## src/rtl/graycode_pkg.sv

```systemverilog
// Shared Gray-code helpers, wrap-mode constants and the per-edge action type
// used by the Gray up/down counter.
package graycode_pkg;

    localparam int MAX_WIDTH = 16;

    localparam bit MODE_WRAP = 1'b1;
    localparam bit MODE_SAT  = 1'b0;

    typedef enum logic [2:0] {
        ACT_HOLD,
        ACT_CLR,
        ACT_LOAD,
        ACT_UP,
        ACT_DOWN
    } action_t;

    function automatic logic [MAX_WIDTH-1:0] bin2gray(input logic [MAX_WIDTH-1:0] b);
        return b ^ (b >> 1);
    endfunction

    // Each binary bit is the XOR of all Gray bits at and above it.
    function automatic logic [MAX_WIDTH-1:0] gray2bin(input logic [MAX_WIDTH-1:0] g);
        logic [MAX_WIDTH-1:0] b;
        b[MAX_WIDTH-1] = g[MAX_WIDTH-1];
        for (int i = MAX_WIDTH-2; i >= 0; i--) begin
            b[i] = b[i+1] ^ g[i];
        end
        return b;
    endfunction

endpackage

```

## src/rtl/gray2bin.sv

```systemverilog
// Purely combinational Gray-to-binary converter, used on the counter load path.
module gray2bin #(
    parameter int WIDTH = 4
)(
    input  logic [WIDTH-1:0] gray,
    output logic [WIDTH-1:0] bin
);

    assign bin = WIDTH'(graycode_pkg::gray2bin(graycode_pkg::MAX_WIDTH'(gray)));

endmodule

```

## src/rtl/gray_updown_counter.sv

```systemverilog
// Up/down counter keeping a binary and a Gray register in lock-step; CODE comes
// straight from the Gray flop. Wraps or saturates at the ends depending on WRAP.
module gray_updown_counter
    import graycode_pkg::*;
#(
    parameter int WIDTH = 4,
    parameter bit WRAP  = MODE_WRAP
)(
    input  logic             CLK,
    input  logic             RST,
    input  logic             CLR,
    input  logic             LOAD,
    input  logic [WIDTH-1:0] LOAD_CODE,
    input  logic             UP,
    input  logic             DOWN,
    output logic [WIDTH-1:0] CODE,
    output logic [WIDTH-1:0] BIN,
    output logic             AT_MAX,
    output logic             AT_MIN,
    output logic             WRAPPED
);

    localparam logic [WIDTH-1:0] CNT_MAX = '1;

    logic [WIDTH-1:0] bin_q;
    logic [WIDTH-1:0] code_q;
    logic             wrapped_q;
    logic [WIDTH-1:0] bin_d;
    logic [WIDTH-1:0] code_d;
    logic             wrapped_d;
    logic [WIDTH-1:0] load_bin;
    logic             at_max;
    logic             at_min;
    action_t          action;

    gray2bin #(.WIDTH(WIDTH)) u_load_conv (
        .gray (LOAD_CODE),
        .bin  (load_bin)
    );

    assign at_max = (bin_q == CNT_MAX);
    assign at_min = (bin_q == '0);

    always_comb begin
        action = ACT_HOLD;
        if (CLR) begin
            action = ACT_CLR;
        end else if (LOAD) begin
            action = ACT_LOAD;
        end else if (UP && !DOWN) begin
            action = ACT_UP;
        end else if (DOWN && !UP) begin
            action = ACT_DOWN;
        end
    end

    // End-of-range steps either wrap (flagging it) or are swallowed in saturate mode.
    always_comb begin
        bin_d     = bin_q;
        code_d    = code_q;
        wrapped_d = 1'b0;
        case (action)
            ACT_CLR: begin
                bin_d  = '0;
                code_d = '0;
            end
            ACT_LOAD: begin
                bin_d  = load_bin;
                code_d = LOAD_CODE;
            end
            ACT_UP: begin
                if (!at_max) begin
                    bin_d  = bin_q + WIDTH'(1);
                    code_d = WIDTH'(bin2gray(MAX_WIDTH'(bin_d)));
                end else if (WRAP == MODE_WRAP) begin
                    bin_d     = '0;
                    code_d    = '0;
                    wrapped_d = 1'b1;
                end
            end
            ACT_DOWN: begin
                if (!at_min) begin
                    bin_d  = bin_q - WIDTH'(1);
                    code_d = WIDTH'(bin2gray(MAX_WIDTH'(bin_d)));
                end else if (WRAP == MODE_WRAP) begin
                    bin_d     = CNT_MAX;
                    code_d    = WIDTH'(bin2gray(MAX_WIDTH'(CNT_MAX)));
                    wrapped_d = 1'b1;
                end
            end
            default: begin
            end
        endcase
    end

    always_ff @(posedge CLK or posedge RST) begin
        if (RST) begin
            bin_q     <= '0;
            code_q    <= '0;
            wrapped_q <= 1'b0;
        end else begin
            bin_q     <= bin_d;
            code_q    <= code_d;
            wrapped_q <= wrapped_d;
        end
    end

    assign CODE    = code_q;
    assign BIN     = bin_q;
    assign AT_MAX  = at_max;
    assign AT_MIN  = at_min;
    assign WRAPPED = wrapped_q;

endmodule

```

## config.mk

```make
export PLATFORM = sky130hd
export DESIGN_NAME = gray_updown_counter
export DESIGN_NICKNAME = d
export VERILOG_FILES = /design/src/rtl/graycode_pkg.sv /design/src/rtl/gray2bin.sv /design/src/rtl/gray_updown_counter.sv
export SDC_FILE = /design/constraint.sdc
export NUM_CORES = 1
export LEC_CHECK = 0
export ABC_AREA = 1
export CAP_MARGIN = 25
export CORE_MARGIN = 3
export CORE_UTILIZATION = 45
export CTS_CLUSTER_SIZE = 20
export DETAILED_ROUTE_END_ITERATION = 8
export PLACE_DENSITY = 0.79
export SYNTH_ARGS = -nofsm -noshare
export SYNTH_HDL_FRONTEND = slang
export SYNTH_SLANG_ARGS = --single-unit
```

## constraint.sdc

```tcl
create_clock -name CLK -period 1.9 [get_ports CLK]
set_input_delay 0.38 -clock CLK [delete_from_list [all_inputs] [get_ports CLK]]
set_output_delay 0.38 -clock CLK [all_outputs]
set_load 0.1 [all_outputs]
```

---- Yosys cells after proc, flatten, opt, wreduce, memory -nomap -nowiden ----
Cells that the tools add are included.
storage, ports and cells
  register bits ........................... 9
  input port bits ......................... 10
  output and inout port bits .............. 11
  word-level logic and storage cells ...... 34
operators by class
  $add $sub $neg .......................... 2
  equal/unequal tests ..................... 5
  multiplexer cells ....................... 13
  bitwise operators ....................... 5
  reductions and logical operators ........ 6
operator list
  kind                                                  count
  case mux 4 bit (4 select lines)                       2
  two-way mux 4 bit                                     4
  two-way mux 3 bit                                     4
  XOR 4 x 3 -> 4 bit                                    2
  equality test 3 x 2 -> 1 bit (second input constant)  2
  adder 4 x 1 -> 4 bit (second input constant)          1
  equality test 4 bit (second input constant)           1
  logical NOT 4 bit                                     1
  nonzero test 4 bit                                    1
  subtractor 4 x 1 -> 4 bit (second input constant)     1
  equality test 3 x 1 -> 1 bit (second input constant)  1
  equality test 3 bit (second input constant)           1
  XOR 1 bit                                             3
  logical AND 1 bit                                     2
  logical NOT 1 bit                                     2
  two-way mux 1 bit                                     2
  case mux 1 bit (2 select lines)                       1

---- Longest topological paths before layout ----
Gate-level depths: netlist (run 1).
  word-level depth ........................ 8
  gate-level depth with buffers ........... 8
  gate-level depth less buffers ........... 8

---- Modules after synthesis ----
From an unflattened synthesis (run 1), not the netlist that was laid out.
second synthesis, totals
  cells, all modules ...................... 130
  area total of the unflattened synthesis .. 885.8 sq um
by module, submodules not included
  module               instances  cells an instance  area an instance (sq um)  seq. area each (sq um)
  gray_updown_counter  1          112                792.0                     225.2
  gray2bin             1          18                 93.8                      0.0

---- Least setup slack after synthesis (run 1) ----
No wires, ideal clock.
  path type ............................... reg-to-reg
  from .................................... register bin_q[1] (netlist: BIN[1])
  to ...................................... register code_q[2] (netlist: CODE[2])
  setup time .............................. 0.131 ns
  arrival time ............................ 2.282 ns
  required time ........................... 1.769 ns
  setup slack ............................. -0.513 ns
  stages on the path, launching flop included .. 7
  buffers on the path ..................... 0
  period minus slack after synthesis ...... 2.413 ns
  cell sequence ........................... dfrtp_1 -> ha_1 -> nand2_4 -> nor2_4 -> nor2_2 -> nand3_1 -> nand4_1
on the way
  elaborated cells between the ends (all ways) .. 9
  those cells by class .................... 2 x add/sub; 1 x eq/ne; 3 x mux; 2 x bitwise; 1 x reduce/logical
RTL lines
  element                          line                        RTL
  start: declaration               gray_updown_counter.sv:25   logic [WIDTH-1:0] bin_q;
  start signal: assignment         gray_updown_counter.sv:102  bin_q <= bin_d;
  equality test 4 bit              gray_updown_counter.sv:41   assign at_max = (bin_q == CNT_MAX);
  named net AT_MAX                 gray_updown_counter.sv:18   output logic AT_MAX,
  two-way mux 4 bit                gray_updown_counter.sv:72   if (!at_max) begin
  case mux 4 bit (4 select lines)  gray_updown_counter.sv:62   case (action)
  end signal: assignment           gray_updown_counter.sv:103  code_q <= code_d;
  end: declaration                 gray_updown_counter.sv:26   logic [WIDTH-1:0] code_q;
The timed path passes the listed nets, and every way through them passes these cells.
A chain may end at the register's enable or synchronous reset.

---- Worst setup path after layout (run 1) ----
  from .................................... register bin_q[1] (netlist: BIN[1])
  to ...................................... output port AT_MIN
on the way
  word-level cells in the longest chain between the ends .. 1
ends and longest elaborated chain
  element            line                       RTL
  logical NOT 4 bit  gray_updown_counter.sv:42  assign at_min = (bin_q == '0);
  end: declaration   gray_updown_counter.sv:19  output logic AT_MIN,
Every way passes these cells.

==> results of run 1 <==
[synthesized netlist by cell type]
| cell type | count | area share, % |
|---|---|---|
| nand2_1 | 36 | 19 |
| nand3_1 | 18 | 12 |
| inv_1 | 12 | 6.2 |
| dfrtp_1 | 8 | 27 |
| nand4_1 | 6 | 5.1 |
| inv_2 | 5 | 2.6 |
| nor2_1 | 3 | 1.5 |
| nor2_2 | 3 | 2.6 |
| ha_1 | 2 | 3.4 |
| nor2_4 | 2 | 3.1 |
| xnor2_1 | 2 | 2.4 |
| a21oi_1 | 1 | 0.69 |
| buf_4 | 1 | 1.0 |
| buf_6 | 1 | 1.5 |
| inv_4 | 1 | 0.86 |
| nand2_2 | 1 | 0.86 |
| nand2_4 | 1 | 1.5 |
| nand3_2 | 1 | 1.4 |
| o211ai_1 | 1 | 1.0 |
| o21ai_0 | 1 | 0.69 |
| o21ai_2 | 1 | 1.2 |
| o22ai_1 | 1 | 0.86 |
| or2_1 | 1 | 0.86 |
| xor2_2 | 1 | 2.2 |
[layout by cell type, fill, tap and decap left out, types with 2 or more instances in the layout]
cell type        count
inv_1               12
nand3_1             18
inv_2                3
nand4_1              6
nor2_4               2
buf_4                7
inv_4                3
nand2_1             36
dfrtp_1              4
clkdlybuf4s50_1      9
buf_12               7
nor2_1               3
ha_4                 2
clkbuf_4             3
xnor2_1              2
dfrtp_4              3
nor2_2               3
[registers in the layout, indices dropped and copies added (netlist names)]
register	count
CODE	3
BIN	4
WRAPPED	1
[timing repair]
action	CTS	global route
setup endpoints to repair	1	1
gates resized for setup	2	1
gates cloned	0	0
setup buffers	2	0
[cells by family (layout without fill, tap and decap cells)]
group	after synthesis	in the layout	share of synthesized area (%)
AO/OA/AOI/OAI	5	5	4.46
adder cells (fa/ha/maj)	2	2	3.43
flip-flops	8	8	27.4
buffers and inverters	20	45	12.2
XOR/XNOR	3	3	4.63
AND/OR/NAND/NOR	72	72	47.9
[layer usage]
| metal | part of all wire [%] | wire, um | global-route usage [%] | vias up |
|---|---|---|---|---|
| met4 | 4.5 | 87 | 14.2 | 0 |
| met2 | 45 | 870 | 35.7 | 53 |
| li1 | - | - | - | 405 |
| met5 | 0 | 0 | 0 | - |
| met1 | 38 | 736 | 23.9 | 368 |
| met3 | 13 | 245 | 3.91 | 13 |
[path summary, 6_finish.rpt]
kind | startpoint | to | slack [ps] | cells after the start
min in group CLK | CODE[0] | CODE[0] | 490 | 2
worst max-delay path | BIN[1] | AT_MIN | 40 | 5
max in group asynchronous | RST | BIN[0] | 1270 | 2
worst min-delay path | RST | WRAPPED | 340 | 2
worst min register to register | CODE[0] | CODE[0] | 490 | 2
worst max register to register | BIN[0] | CODE[2] | 410 | 7
[metrics by stage]
step / hold slack [ps] / area [um2] / cells
6_report: 344 / 1080 / 150
3_3_place_gp: 475 / 1020 / 144
4_1_cts: 365 / 1080 / 150
3_5_place_dp: 474 / 1020 / 144
2_1_floorplan: 196 / 757 / 110
5_1_grt: 370 / 1080 / 150
[report_power, final]
group	switching (mW)	internal, mW
clock network	0.0736	0.0812
logic	0.343	0.180
registers	0.0287	0.193
[cell type report]
type | count | share of cell area (%)
multi-input combinational | 82 | 43.1
timing repair buffer | 23 | 26.2
sequential | 8 | 19.7
inverter | 18 | 6.94
clock buffer | 4 | 2.43
tap | 15 | 1.74
==> results.cfg, run 1 <==
[clock_tree]
cts_hold_buffers = 0
clockBufferDepth = 2
ctsHtreeMaxLevel = 1
cts.clk_slew.worst_paths_ps = 70
clk_latency_ps = 280
cts_sinks = 8
root_buffer = clkbuf_4
cts_tree = done
numCtsBuffers = 3

[timing]
finalSetupViolCount = 0
fin_setup_tns_ps = 0
period_needed_ps = 1860
tightest_slew_ps = 314
skew_ps = 14.0
slew_violations = 0
period_share_pct = 97.7
postLayoutSetupSlackWorst_ps = 44.2
relSlewSlack_pct = 79.1
rsz0062_at_grt = no
fmax_mhz = 539
hold_viol = 0

[critical_path]
cp_top_family = flip-flops
crit_slowest_cell = dfrtp_4
cp_cell_sequence = inv_1, ha_4, nand3_2, inv_4, buf_12
crit_arrival_ps = 1480
critPathRequiredTime_ps = 1520
critPathBufInv = 3
cpPeakStageDelay_ps = 490
start_kind = flop
cp-end-kind = output port
crit_type = reg -> out
worstPathMaxFanout = 5

[floorplanning]
start_util_pct = 51.5
ios = 21
die_y_um = 46.3
dieArea_um2 = 2140
die_w_um = 46.3
core_area_um2 = 1420
rows = 13

[finish]
synthToLayoutAreaGrowth_pct = 48.2
drive_gt1_share_pct = 28.9
multi_input_area_um2 = 465
final_core_util_pct = 76.4
fill_cells = 107
fin_nets = 148
diodes = 0
regArea_um2 = 213

[global_routing]
grt_max_degree = 9
grt_first_pass_wirelength_um = 3130
grt_pass1_vias = 747
grt_usage_pct = 21.2
grt.overflow.total = 0
antenna_found_initial = 0

[run_status]
outcome = complete, no violations

[yosys]
syn_nets = 122
synthCells = 110
yosysSeqAreaShare_pct = 27.4
yosysWarningCount = 0
synth_cell_type_count = 24
synth_area_um2 = 729
avgSynthCellArea_um2 = 6.63
ys_ff_latch = 8

[drt]
drc = 0
ant_nets = 0
first_iter_violations = 28
first_pass_iters = 4
detail_route.wl_per_cell_um = 12.9
wl_um = 1940
via_per_inst = 5.59
vias = 839

[place]
hpwl_um = 1510
pre_cts_ws_ps = 204
gp_congestion = 0.974
io_buffer_count = 20

[min_path]
hp-class = in -> async

[flow_run]
maxCapViolCount = 0

[power_and_ir_drop]
power_leakage_nw = 0.529
peakVddDrop_mv = 0.450
fin_total_pwr_uw = 901
powerDensity_nw_per_um2 = 833
(Power assumes the default switching activity.)
==> run 2, diff against run 1 <==
- ABC_AREA: 1 -> 0
==> run 2 against run 1 <==
The flow now finishes with violations (negative setup slack); final cell count decreased by 13%; count of clock-buffer cells in the layout is the same; flip-flop and latch count did not move; critical path type unchanged.
==> results.cfg, run 2 <==
[run_status]
outcome = finished with violations
violations = negative setup slack

[floorplanning]
ios = 21
start_util_pct = 51.7
core_area_um2 = 1420
die_y_um = 46.3
rows = 13
die_w_um = 46.3
dieArea_um2 = 2150

[timing]
rsz0062_at_grt = yes
relSlewSlack_pct = 75.6
finalSetupViolCount = 2
holdWs_ps = 365
hold_viol = 0
slew_violations = 0
tightest_slew_ps = 366
period_needed_ps = 2040
period_share_pct = 107
fmax_mhz = 490
postLayoutSetupSlackWorst_ps = -142
skew_ps = 9.04

[finish]
drive_gt1_share_pct = 40.5
synthToLayoutAreaGrowth_pct = 57.1
diodes = 0
final_common_cell = buf_4
design_area_um2 = 1150
fin_nets = 129
layout_common_cells = buf_4 (20), nand2_1 (9), clkdlybuf4s50_1 (9), xnor2_1 (8), buf_12 (7)
final_core_util_pct = 81.3
largest_reg_flops = 4
layoutNonFillerInstCount = 131

[clock_tree]
cts_tree = done
clockBufferDepth = 2
root_buffer = clkbuf_4
cts_hold_buffers = 0
numCtsBuffers = 3
cts.clk_slew.worst_paths_ps = 60
clk_latency_ps = 260
cts_sinks = 8
ctsHtreeMaxLevel = 1

[yosys]
synthTopCellsByArea = dfrtp_1 (27%), xnor2_1 (9.6%), nand2_1 (4.6%)
synth_cell_type_count = 34
synth_edf_count = 0
synthCells = 82
netlist_top_cells_count = nand2_1 (9), dfrtp_1 (8), xnor2_1 (8)
synthAdderAreaFrac_pct = 3.42
synth.top_cell.area_share_pct = 27.4
synthArstFlopShare_pct = 100
synthSimpleGateAreaFrac_pct = 25.5
ys_ff_latch = 8
syn_nets = 94
ys.flop_type = dfrtp_1
yosysTopAreaCell = dfrtp_1
yosysWarningCount = 0
synth_area_um2 = 732
synth-xor-area-share_pct = 13.2
synth_compound_area_share_pct = 20.3
muxShareOfSynthArea_pct = 0
avgSynthCellArea_um2 = 8.93
synth_top_family_by_area = simple AND/OR/NAND/NOR gates
yosysSeqAreaShare_pct = 27.4
synth.most_common_cell = nand2_1

[drt]
first_iter_violations = 59
vias = 804
via_per_inst = 6.14
wl_um = 2300
ant_nets = 0
drc = 0
detail_route.wl_per_cell_um = 17.6
first_pass_iters = 5

[global_routing]
grt_first_pass_wirelength_um = 3680
grt_max_degree = 13
grt_pass1_vias = 767
grt.overflow.total = 0
antenna_found_initial = 0
grt_usage_pct = 25.1

[place]
io_buffer_count = 20
hpwl_um = 1780
gp_congestion = 0.981
dp.cells = 122
place_area_um2 = 1080

[critical_path]
crit_type = reg -> out
worst-r2r-setup-slack_ps = 60
crit_arrival_ps = 1660
rr_worst_depth = 7
rr_endpoint = CODE[0]
rr_startpoint = BIN[0]
start_kind = flop
worstPathMaxFanout = 5
cp-end-kind = output port
critPathRequiredTime_ps = 1520

[power_and_ir_drop]
peakVddDrop_mv = 1.37
fin_total_pwr_mw = 1.51
powerDensity_nw_per_um2 = 1310
power_leakage_nw = 0.478

[min_path]
hp-class = in -> async

[flow_run]
maxCapViolCount = 0
[run 2: cell types whose count changed after synthesis, moves of 3 or more]
| cell | previous run | this run |
|---|---|---|
| xnor2_1 | 2 | 8 |
| nand3_1 | 18 | 5 |
| nor2_2 | 3 | 0 |
| nand2_1 | 36 | 9 |
| o21ai_0 | 1 | 5 |
| inv_2 | 5 | 0 |
| nand4_1 | 6 | 0 |
| inv_1 | 12 | 6 |
| nand2b_1 | 0 | 3 |
| xor2_1 | 0 | 3 |
[run 2: stage by stage]
step | TNS [ps] | worst slack [ps]
after floorplan | -1170 | -322
after global placement | 0 | 1.20
after detailed placement | -211 | -77.8
after CTS | -170 | -132
after global routing | -275 | -178
final | -188 | -142
[run 2: cells by family after synthesis]
kind of cell / Yosys count
and+or+nand+nor: 29
AOI/OAI and AO/OA: 20
buffers and inverters: 12
xor gates and xnor gates: 11
DFF: 8
adders and majority gates: 2
[run 2: what timing repair did]
item,in CTS,in global routing
gates resized for setup,2,1
endpoints found under the setup margin,2,3
gates cloned,0,0
hold endpoints to repair,0,0
buffers inserted,4,1
[run 2: critical path: stages, from the launching register on]
cell and delay [ps]:
dfrtp_4 520, inv_4 80, ha_4 130, or3b_4 400, clkinvlp_4 110, buf_12 170
[run 2: power by group]
group / internal, mW / switching [mW]
Sequential: 0.212 / 0.0529
Combinational: 0.463 / 0.642
Clock: 0.0805 / 0.0606
Total: 0.755 / 0.756
[run 2: cell type report]
cell class              count  area (um2)
multi-input cells          62         479
repair buffers             36         380
fillers                    84         265
flip-flops and latches      8         210
inverters                   6        35.0
clock buffers               4        26.3
well taps                  15        18.8
[run 2: worst max-delay path by stage]
| stage | start | to | slack [ps] | cells past startpoint |
|---|---|---|---|---|
| after floorplan | BIN[0] | BIN[0] | -320 | 8 |
| after global placement | DOWN | BIN[1] | 1 | 6 |
| after detailed placement | DOWN | BIN[1] | -80 | 6 |
| after CTS | BIN[0] | AT_MIN | -130 | 5 |
| after global routing | BIN[0] | AT_MIN | -180 | 5 |
| final | BIN[0] | AT_MIN | -140 | 5 |
[run 2: metal layers]
metal | vias to the layer above | GRT usage [%] | wire length, um
li1 | 361 | - | -
met1 | 368 | 28.4 | 838
met2 | 58 | 39.3 | 1100
met3 | 17 | 7.42 | 233
met4 | 0 | 18.2 | 131
met5 | - | 0 | 0
